--- src/rtl/div_ctrl.sv ---
// rtl/div_ctrl.sv - multi-cycle DIV/DIVU sequencer (32-step restoring divide, HI/LO result)
module div_ctrl (
  input  logic        clk,
  input  logic        resetn,
  input  logic        start,
  input  logic        signed_div,
  input  logic        annul,
  input  logic [31:0] opdata1,
  input  logic [31:0] opdata2,
  output logic [63:0] result,
  output logic        ready,
  output logic        stall
);

  typedef enum logic [1:0] {
    S_IDLE   = 2'd0,
    S_BYZERO = 2'd1,
    S_ON     = 2'd2,
    S_END    = 2'd3
  } state_t;

  state_t      r_state;
  state_t      w_state_nxt;
  logic [5:0]  r_cnt;
  logic [63:0] r_w;
  logic [31:0] r_d;
  logic [31:0] r_dividend;
  logic        r_neg_q;
  logic        r_neg_r;
  logic [63:0] r_result;
  logic        r_ready;

  logic        w_accept;
  logic [31:0] w_mag1;
  logic [31:0] w_mag2;
  logic [32:0] w_top;
  logic [32:0] w_diff;
  logic        w_ge;
  logic [63:0] w_w_iter;
  logic        w_last;
  logic [31:0] w_quo;
  logic [31:0] w_rem;

  assign w_accept = start & ~annul;
  assign w_mag1   = (signed_div & opdata1[31]) ? (32'd0 - opdata1) : opdata1;
  assign w_mag2   = (signed_div & opdata2[31]) ? (32'd0 - opdata2) : opdata2;

  // Partial remainder after the shift can reach 33 bits, so keep W[63] in the compare.
  assign w_top    = r_w[63:31];
  assign w_diff   = w_top - {1'b0, r_d};
  assign w_ge     = (w_top >= {1'b0, r_d});
  assign w_w_iter = w_ge ? {w_diff[31:0], r_w[30:0], 1'b1} : {r_w[62:0], 1'b0};
  assign w_last   = (r_cnt == 6'd31);

  assign w_quo = r_neg_q ? (32'd0 - w_w_iter[31:0])  : w_w_iter[31:0];
  assign w_rem = r_neg_r ? (32'd0 - w_w_iter[63:32]) : w_w_iter[63:32];

  always_ff @(posedge clk) begin
    if (!resetn) begin
      r_state <= S_IDLE;
    end else begin
      r_state <= w_state_nxt;
    end
  end

  always_comb begin
    w_state_nxt = r_state;
    stall       = 1'b0;
    case (r_state)
      S_IDLE: begin
        if (w_accept) begin
          w_state_nxt = (opdata2 == 32'd0) ? S_BYZERO : S_ON;
        end
      end
      S_BYZERO: begin
        w_state_nxt = annul ? S_IDLE : S_END;
      end
      S_ON: begin
        if (annul) begin
          w_state_nxt = S_IDLE;
        end else if (w_last) begin
          w_state_nxt = S_END;
        end
      end
      S_END: begin
        w_state_nxt = S_IDLE;
      end
      default: begin
        w_state_nxt = S_IDLE;
      end
    endcase
    stall = (((r_state == S_IDLE) & start) | (r_state == S_ON) | (r_state == S_BYZERO)) & ~annul;
  end

  // Result and ready are loaded on the edge entering END so both are valid during END.
  always_ff @(posedge clk) begin
    if (!resetn) begin
      r_cnt      <= 6'd0;
      r_w        <= 64'd0;
      r_d        <= 32'd0;
      r_dividend <= 32'd0;
      r_neg_q    <= 1'b0;
      r_neg_r    <= 1'b0;
      r_result   <= 64'd0;
      r_ready    <= 1'b0;
    end else begin
      r_ready <= 1'b0;
      case (r_state)
        S_IDLE: begin
          if (w_accept) begin
            r_cnt      <= 6'd0;
            r_w        <= {32'd0, w_mag1};
            r_d        <= w_mag2;
            r_dividend <= opdata1;
            r_neg_q    <= signed_div & (opdata1[31] ^ opdata2[31]);
            r_neg_r    <= signed_div & opdata1[31];
          end
        end
        S_ON: begin
          if (!annul) begin
            r_w   <= w_w_iter;
            r_cnt <= r_cnt + 6'd1;
            if (w_last) begin
              r_result <= {w_rem, w_quo};
              r_ready  <= 1'b1;
            end
          end
        end
        S_BYZERO: begin
          if (!annul) begin
            r_result <= {r_dividend, 32'hFFFF_FFFF};
            r_ready  <= 1'b1;
          end
        end
        default: begin
        end
      endcase
    end
  end

  assign result = r_result;
  assign ready  = r_ready;

endmodule

--- config.mk ---
export PLATFORM = sky130hd
export DESIGN_NAME = div_ctrl
export DESIGN_NICKNAME = d
export VERILOG_FILES = /design/src/rtl/div_ctrl.sv
export SDC_FILE = /design/constraint.sdc
export NUM_CORES = 1
export LEC_CHECK = 0
export ABC_CLOCK_PERIOD_IN_PS = 5600
export BUFFER_PORTS_ARGS = -buffer_cell sky130_fd_sc_hd__buf_2
export CAP_MARGIN = 15
export CORE_UTILIZATION = 30
export CTS_CLUSTER_DIAMETER = 120
export DETAILED_ROUTE_END_ITERATION = 6
export PLACE_DENSITY = 0.43
export SLEW_MARGIN = 10
export SYNTH_ARGS = -nofsm -noshare
export SYNTH_HDL_FRONTEND = slang
export SYNTH_SLANG_ARGS = --single-unit
--- constraint.sdc ---
create_clock -name clk -period 5.6 [get_ports clk]
set_input_delay 0.56 -clock clk [delete_from_list [all_inputs] [get_ports clk]]
set_output_delay 0.56 -clock clk [all_outputs]
set_load 0.005 [all_outputs]
==> results.py, run 1 <==
metrics = {
    "sta": {
        "min_period_ps": 5010,
        "slew_headroom_pct": 17.6,
        "setup_viol": 0,
        "fin_skew_ps": 16.7,
        "final.setup.worst_slack_ps": 586,
        "slew_viol_final": 0,
        "fin_setup_tns_ps": 0,
        "timing.hold.ws_ps": 270,
        "hold_viol_final": 0,
        "post-route-period-util_pct": 89.5,
        "tightest_slew_ps": 1240,
        "max_freq_ghz": 0.199,
        "rsz0062_at_grt": "no",
    },
    "run_status": {
        "outcome": "finished, final reports clean",
    },
    "grt": {
        "grt_usage_pct": 22.8,
        "grt_pass1_wl_um": 78100,
        "grt_max_degree": 83,
        "grtUsageMet1_pct": 30.4,
        "grt_busiest_layer": "met2",
        "first_global_vias": 12669,
        "met3_usage_pct": 3.46,
        "grt_util_met2_pct": 36.9,
        "antenna_found_initial": 0,
        "overflow": 0,
    },
    "route": {
        "via_per_inst": 5.34,
        "drc": 0,
        "routed_wl_um": 51500,
        "ant_nets": 0,
        "first_iter_violations": 1001,
        "via_count": 13292,
        "dr.pass1.iters": 6,
        "routedWlPerCell_um": 20.7,
    },
    "clock_network": {
        "cts-hold-fix-buffers": 0,
        "clk_latency_ps": 580,
        "clk_path_buf_depth": 3,
        "numCtsBuffers": 27,
        "numClockSinks": 203,
        "cts_setup_buffers": 0,
        "cts_tree": "done",
        "cts-resized-gates": 0,
        "root_buffer": "clkbuf_16",
        "path_clk_slew_ps": 60,
        "htree_levels": 1,
    },
    "placed_design": {
        "dpl_worst_slack_ps": 612,
        "globalplace.congestion": 0.930,
        "portBuffers": 134,
        "hpwl_um": 39000,
        "placed_cells": 2444,
    },
    "critical_path": {
        "cp-end-kind": "flop",
        "cp_max_fo": 10,
        "worstSetupPathType": "flop to flop",
        "startpoint_type": "flop",
        "cp.arrival_ps": 5500,
        "worst-r2r-setup-slack_ps": 590,
        "crit_chain": "inv_1 -> ha_1 -> nand4_1 -> or4_1 -> o41ai_1 -> a211o_1 -> or2_2 -> mux2i_1 -> ha_1 -> nand2_1 -> a211oi_1 -> nand4bb_1 -> mux2_2 -> a21o_1 -> nor4_1 -> mux2i_1 -> a221oi_1",
        "critPathSlowestCell": "or4_1",
        "r2r_cells": 17,
        "required_ps": 6080,
        "cp_slowest_stage_delay_ps": 520,
    },
    "flow_run": {
        "max_cap_viol_count": 0,
    },
    "die": {
        "dieArea_um2": 45100,
        "design.core.area_um2": 43400,
        "die-width_um": 212,
        "num_rows": 76,
        "die_h_um": 212,
        "start_util_pct": 30.6,
        "io_pins": 135,
    },
    "yosys": {
        "ys_ff_latch": 203,
        "async_flop_share_pct": 0,
        "netlist_area_um2": 13300,
        "ys.warnings.count": 0,
        "synth_cell_types": 68,
        "synth_nets": 1932,
        "synthCells": 1822,
        "ys_seq_area_share_pct": 30.6,
        "ys.flop_type": "dfxtp_1",
        "syn_avg_cell_area_um2": 7.29,
        "synth_edf_count": 0,
    },
    "layout": {
        "multi_input_area_um2": 8490,
        "drive_above_1_share_pct": 12.1,
        "seq_area_um2": 4060,
        "area_growth_pct": 15.1,
        "final_cells": 2490,
        "fin_nets": 1998,
        "num-fill-cells": 4782,
        "antenna_cells": 0,
    },
    "hold_path": {
        "hp-class": "input port to flop",
        "worstHoldPathCells": 3,
    },
    "pwr": {
        "ir_drop_mv": 0.235,
        "powerDensity_nw_per_um2": 455,
        "total_leakage_power_nw": 5.98,
    },
}
worst max-delay path, delay by kind of cell (launching register included):
| kind | cells | cell delay [ps] |
|---|---|---|
| AO/OA/AOI/OAI | 5 | 1250 |
| multiplexers | 3 | 850 |
| flip-flops | 1 | 330 |
| buffers and inverters | 1 | 50 |
| adder cells (fa/ha/maj) | 2 | 760 |
| AND/OR/NAND/NOR | 6 | 1670 |
registers in the layout, indices dropped and copies added, names as in the netlist:
name	cells
r_dividend	32
r_state	2
r_w	64
r_neg_q	1
r_d	32
r_cnt	6
ready	1
r_neg_r	1
result	64
final cells by class:
type                            instances  share of cell area (%)
Multi-Input combinational cell       1432                    55.5
Sequential cell                       203                    26.6
Timing Repair Buffer                  163                    5.89
Clock buffer                           39                    5.04
Tap cell                              585                    4.79
Inverter                               61                    1.51
Clock inverter                          7                   0.655
where the power goes:
part           total, mW  internal, mW  leakage [nW]  switching, mW
Clock               1.74          1.04         0.431          0.701
Sequential          1.85          1.67          1.65          0.184
Combinational       3.37          1.13          3.90           2.24
Total               6.96          3.83          5.98           3.13
per-stage QoR:
step	area [um^2]	power, mW	util, %
floorplan	13300	4.09	-
global placement	14400	5.21	33.2
detailed placement	14400	5.21	33.2
CTS	15300	6.99	35.2
global route	15300	7.42	35.3
finish	15300	6.96	35.3
metal layers:
metal | share of wire [%] | routed length, um | vias to the layer above
met2 | 45 | 23400 | 302
met5 | 0 | 0 | -
met4 | 3.8 | 1940 | 0
met1 | 46 | 23600 | 6307
li1 | - | - | 6606
met3 | 4.9 | 2540 | 77
path summary, 6_finish.rpt:
kind,startpoint,end
setup / recovery,r_d[6],result[58]
hold / removal,opdata1[8],r_dividend[8]
setup reg to reg,r_d[6],result[58]
hold reg to reg,r_dividend[9],r_dividend[9]
synth_stat cells (all sizes together) (28+ instances only):
| cell | n | area, um^2 |
|---|---|---|
| a211oi | 41 | 308 |
| a21oi | 203 | 1050 |
| buf | 31 | 178 |
| clkbuf | 95 | 357 |
| dfxtp | 203 | 4060 |
| ha | 40 | 500 |
| inv | 60 | 225 |
| nand2 | 269 | 1010 |
| nor2 | 194 | 728 |
| nor3 | 32 | 160 |
| o211ai | 28 | 210 |
| o21ai | 155 | 783 |
| or3 | 29 | 181 |
| xnor2 | 57 | 499 |
| xor2 | 71 | 622 |
cells by family after synthesis:
logic type                 after synthesis  share of synthesized area, %
and+or+nand+nor                        659                          22.3
AOI/OAI and AO/OA                      575                          26.6
DFF                                    203                          30.6
buffers and inverters                  187                          5.75
xor gates and xnor gates               128                          8.44
adders and majority gates               41                          3.92
muxes                                   29                          2.33
placed cells by master (no fill, tap or decap), types with 7 or more instances in the layout:
cell       count
a211oi_1      41
a21o_1        15
a21oi_1      197
a22oi_1       15
a311oi_1      16
a31oi_1       18
and2_1         7
and3_1        11
buf_2        134
buf_4         28
clkbuf_1       7
clkbuf_16     27
dfxtp_1      203
ha_1          38
inv_1         59
mux2i_1       23
nand2_1      269
nand2b_1      20
nand3_1       19
nand4_1       22
nor2_1       192
nor3_1        31
nor4_1        17
o211ai_1      28
o21ai_0      153
o31ai_1       27
o41ai_1       10
or3_1         29
or4_1         10
xnor2_1       57
xor2_1        71
(Power assumes the default switching activity.)
==> run 2: changes to the inputs <==
--- a/config.mk
+++ b/config.mk
@@ -9,4 +9,5 @@
 export BUFFER_PORTS_ARGS = -buffer_cell sky130_fd_sc_hd__buf_2
 export CAP_MARGIN = 15
+export CORE_MARGIN = 2
 export CORE_UTILIZATION = 30
 export CTS_CLUSTER_DIAMETER = 120
==> constraint.sdc (replaced) <==
create_clock -name clk -period 5.6 [get_ports clk]
set_input_delay 0.84 -clock clk [delete_from_list [all_inputs] [get_ports clk]]
set_output_delay 0.84 -clock clk [all_outputs]
set_load 0.005 [all_outputs]
==> run 2 against run 1 <==
Maximum frequency fell by 1.2%; via count fell by 0.26%; worst hold slack improved by 180 ps; clock power barely moved; cell count rose by 0.20%; die area rose by 1.9%; cell area barely moved; register-to-register slack got worse by 60 ps; first-iteration DRC count did not move; count of clock-buffer cells in the layout fell by 3; sequential power barely moved; combinational power fell by 2%.
==> results.py, run 2 (synthesis results as in run 1) <==
metrics = {
    "route": {
        "via_per_inst": 5.31,
        "dr.pass1.iters": 5,
        "first_iter_violations": 1001,
        "drc": 0,
        "via_count": 13258,
        "ant_nets": 0,
        "routedWlPerCell_um": 20.8,
        "routed_wl_um": 51800,
    },
    "grt": {
        "overflow": 0,
        "grt_pass1_wl_um": 78600,
        "grt_max_degree": 83,
        "first_global_vias": 12535,
        "grt_usage_pct": 21.9,
        "antenna_found_initial": 1,
        "grt_busiest_layer": "met2",
        "grtUsageMet1_pct": 29.7,
        "grt_util_met2_pct": 35.7,
        "met3_usage_pct": 3.36,
    },
    "pwr": {
        "total_leakage_power_nw": 5.97,
        "powerDensity_nw_per_um2": 453,
        "ir_drop_mv": 0.205,
    },
    "layout": {
        "fin_nets": 1994,
        "layout_commonest_cell": "nand2_1",
        "drive_above_1_share_pct": 12.0,
        "antenna_cells": 0,
        "area_growth_pct": 15.0,
        "layout_common_cells": "nand2_1 (269), dfxtp_1 (203), a21oi_1 (197)",
    },
    "sta": {
        "fin_skew_ps": 17.9,
        "final.setup.worst_slack_ps": 527,
        "slew_viol_final": 0,
        "fin_setup_tns_ps": 0,
        "tightest_slew_ps": 1050,
        "hold_viol_final": 0,
        "slew_headroom_pct": 29.7,
        "setup_viol": 0,
        "min_period_ps": 5070,
        "rsz0062_at_grt": "no",
        "max_freq_ghz": 0.197,
        "post-route-period-util_pct": 90.6,
    },
    "critical_path": {
        "required_ps": 6030,
        "startpoint_type": "flop",
        "path_delay_family": "simple AND/OR/NAND/NOR gates",
        "critPathSlowestCell": "or4_1",
        "cp_max_fo": 12,
        "cp_slowest_stage_delay_ps": 540,
        "worstSetupPathType": "flop to flop",
        "cp.arrival_ps": 5500,
        "cp.buffers_inverters": 1,
        "crit_chain": "inv_1 -> ha_1 -> nand4_1 -> or4_1 -> o41ai_1 -> a211o_1 -> or2_2 -> mux2i_1 -> ha_1 -> nand2_1 -> a211oi_1 -> nand4bb_1 -> mux2_2 -> a21o_1 -> nor2_1 -> nor4b_1 -> mux2i_1 -> o22ai_1",
        "cp-end-kind": "flop",
    },
    "clock_network": {
        "cts_setup_buffers": 0,
        "path_clk_slew_ps": 60,
        "clk_latency_ps": 550,
        "cts-resized-gates": 0,
        "root_buffer": "clkbuf_16",
        "cts-hold-fix-buffers": 0,
        "cts_tree": "done",
        "numClockSinks": 203,
        "htree_levels": 1,
        "clk_path_buf_depth": 3,
        "numCtsBuffers": 27,
    },
    "flow_run": {
        "max_cap_viol_count": 0,
    },
    "die": {
        "die_h_um": 214,
        "dieArea_um2": 46000,
        "die-width_um": 214,
        "io_pins": 135,
        "start_util_pct": 30.2,
        "num_rows": 77,
        "design.core.area_um2": 43900,
    },
    "run_status": {
        "outcome": "finished, final reports clean",
    },
    "hold_path": {
        "hp-class": "flop to flop",
    },
    "placed_design": {
        "dpl_worst_slack_ps": 601,
        "portBuffers": 134,
        "globalplace.congestion": 0.873,
        "hpwl_um": 39300,
    },
}
==> run 2: cell count changes in the layout (fill, tap and decap cells not counted) <==
| cell | before | now |
|---|---|---|
| clkbuf_8 | 5 | 3 |
| inv_6 | 0 | 1 |
| inv_16 | 1 | 0 |
| bufinv_16 | 2 | 3 |
| buf_4 | 28 | 24 |
| nor4b_2 | 1 | 0 |
| clkinv_2 | 4 | 6 |
| clkbuf_1 | 7 | 6 |
| nor4b_1 | 1 | 2 |
| clkinvlp_4 | 0 | 1 |
| clkinv_4 | 0 | 1 |
==> run 2: stage by stage <==
stage | hold WS (ps) | utilization (%) | power [mW] | instances | area [um^2]
final | 454 | 34.8 | 6.92 | 2495 | 15300
after global routing | 467 | 34.8 | 7.41 | 2495 | 15300
after CTS | 454 | 34.8 | 6.96 | 2495 | 15300
after detailed placement | 446 | 32.7 | 5.17 | 2447 | 14400
after global placement | 441 | 32.7 | 5.19 | 2447 | 14400
after floorplan | 432 | - | 4.09 | 1822 | 13300
==> run 2: final timing paths <==
| check | startpoint | endpoint | slack (ps) | cells after the start |
|---|---|---|---|---|
| worst max-delay path | r_d[27] | result[60] | 530 | 18 |
| worst max register to register | r_d[27] | result[60] | 530 | 18 |
| worst min register to register | r_dividend[27] | r_dividend[27] | 450 | 2 |
| worst min-delay path | r_dividend[27] | r_dividend[27] | 450 | 2 |
==> run 2: tightest hold or removal path: cells and delay by family (launching register included) <==
kind | cells | cell delay [ps]
compound gates | 1 | 50
flops | 1 | 310
simple gates | 1 | 50
==> run 2: area by class of cell <==
cell class	instances	area, um^2
Fill cell	4832	28700
Multi-Input combinational cell	1432	8480
Sequential cell	203	4060
Timing Repair Buffer	159	871
Tap cell	592	741
Clock buffer	36	739
Inverter	61	231
Clock inverter	12	145
==> run 2: power by group <==
group          switching [mW]  internal [mW]  leakage [nW]
logic                    2.21           1.10          3.88
clock network           0.700           1.06         0.436
registers               0.177           1.67          1.65
total                    3.09           3.83          5.97
==> run 2: per-layer routing <==
metal,share of wire [%],vias up
met5,0.025,-
met4,2.9,2
met3,4.9,67
met2,46,325
met1,46,6276
li1,-,6588
==> run 3: changes to the inputs <==
Settings changed: CORE_ASPECT_RATIO set to 0.6.
==> run 3 against run 2 <==
Register-to-register slack worse by 40 ps; first-iteration DRC count rose by 28%; clock skew rose by 0.97 ps.
==> results.py, run 3 (synthesis results as in run 1) <==
metrics = {
    "run_status": {
        "outcome": "finished, final reports clean",
    },
    "die": {
        "dieArea_um2": 46000,
        "num_rows": 59,
        "die-width_um": 276,
        "die_h_um": 167,
        "design.core.area_um2": 43500,
        "start_util_pct": 30.5,
        "io_pins": 135,
    },
    "route": {
        "ant_nets": 0,
        "via_count": 13567,
        "via_per_inst": 5.47,
        "drc": 0,
        "first_iter_violations": 1284,
        "routed_wl_um": 54700,
        "routedWlPerCell_um": 22.1,
        "dr.pass1.iters": 5,
    },
    "sta": {
        "slew_headroom_pct": 30.9,
        "final.setup.worst_slack_ps": 490,
        "hold_viol_final": 0,
        "max_freq_ghz": 0.196,
        "min_period_ps": 5110,
        "fin_setup_tns_ps": 0,
        "fin_skew_ps": 18.9,
        "tightest_slew_ps": 1040,
        "setup_viol": 0,
        "slew_viol_final": 0,
        "rsz0062_at_grt": "no",
        "post-route-period-util_pct": 91.3,
    },
    "clock_network": {
        "root_buffer": "clkbuf_16",
        "cts_setup_buffers": 0,
        "numCtsBuffers": 24,
        "htree_levels": 1,
        "numClockSinks": 203,
        "cts-resized-gates": 0,
        "clk_latency_ps": 550,
        "clk_path_buf_depth": 3,
        "path_clk_slew_ps": 60,
        "cts_tree": "done",
        "cts-hold-fix-buffers": 0,
    },
    "layout": {
        "drive_above_1_share_pct": 11.9,
        "fin_nets": 1994,
        "num-fill-cells": 4659,
        "seq_area_um2": 4060,
        "area_growth_pct": 14.3,
        "multi_input_area_um2": 8480,
        "antenna_cells": 0,
        "layout_commonest_cell": "nand2_1",
        "stdcell_area_um2": 15200,
        "layout_common_cells": "nand2_1 (269), dfxtp_1 (203), a21oi_1 (197)",
    },
    "grt": {
        "grt_pass1_wl_um": 81400,
        "overflow": 0,
        "first_global_vias": 12342,
        "antenna_found_initial": 2,
        "grt_max_degree": 80,
        "grt_usage_pct": 23.4,
    },
    "critical_path": {
        "cp-end-kind": "flop",
        "startpoint_type": "flop",
        "worstSetupPathType": "flop to flop",
        "required_ps": 6000,
        "cp_max_fo": 12,
        "cp.arrival_ps": 5510,
        "r2r_cells": 18,
    },
    "hold_path": {
        "hp-class": "flop to flop",
        "worstHoldPathCells": 2,
    },
    "placed_design": {
        "placed_cell_area_um2": 14400,
        "globalplace.congestion": 0.889,
        "portBuffers": 134,
        "dpl_worst_slack_ps": 577,
        "hpwl_um": 42000,
    },
    "flow_run": {
        "max_cap_viol_count": 0,
    },
    "pwr": {
        "power.total_mw": 6.87,
        "powerDensity_nw_per_um2": 453,
        "total_leakage_power_nw": 5.93,
        "ir_drop_mv": 0.222,
    },
}
## run 3: final timing paths
kind / startpoint / to / slack [ps]
max reg2reg: r_d[27] / result[60] / 490
max: r_d[27] / result[60] / 490
min reg2reg: r_dividend[11] / r_dividend[11] / 450
min: r_dividend[11] / r_dividend[11] / 450
## run 3: power breakdown
group | total, mW | internal, mW | switching (mW)
registers | 1.85 | 1.67 | 0.187
clock network | 1.60 | 0.929 | 0.676
logic | 3.42 | 1.11 | 2.31
## run 3: layout make-up
| class | count | share of cell area, % |
|---|---|---|
| inverters | 61 | 1.53 |
| multi-input cells | 1432 | 55.9 |
| clock buffers | 37 | 4.75 |
| flip-flops and latches | 203 | 26.8 |
| clock inverters | 6 | 0.388 |
| well taps | 579 | 4.77 |
| repair buffers | 162 | 5.89 |
## run 3: per-stage QoR
| stage | std cells | hold WS (ps) | utilization [%] |
|---|---|---|---|
| floorplan | 1822 | 432 | - |
| global placement | 2437 | 442 | 33.1 |
| detailed placement | 2437 | 446 | 33.1 |
| CTS | 2480 | 455 | 34.9 |
| global route | 2480 | 469 | 34.9 |
| finish | 2480 | 451 | 34.9 |
## run 3: critical path, cell delays in order, from the launching register on
cell and delay [ps]:
dfxtp_1 340, inv_1 50, ha_1 490, nand4_1 240, or4_1 560, o41ai_1 250, a211o_1 200, or2_2 230
mux2i_1 340, ha_1 240, nand2_1 80, a211oi_1 310, nand4bb_1 130, mux2_2 410, a21o_1 250, nor2_1 140
nor4b_1 350, mux2i_1 240, o22ai_1 90
## run 3: layer usage
metal	part of all wire (%)	wire, um	GRT usage, %	up-vias
met2	36	19600	28.6	430
met4	1.3	696	3.27	0
li1	-	-	-	6591
met3	8.6	4710	5.96	45
met5	0	0	0	-
met1	54	29700	39.4	6501
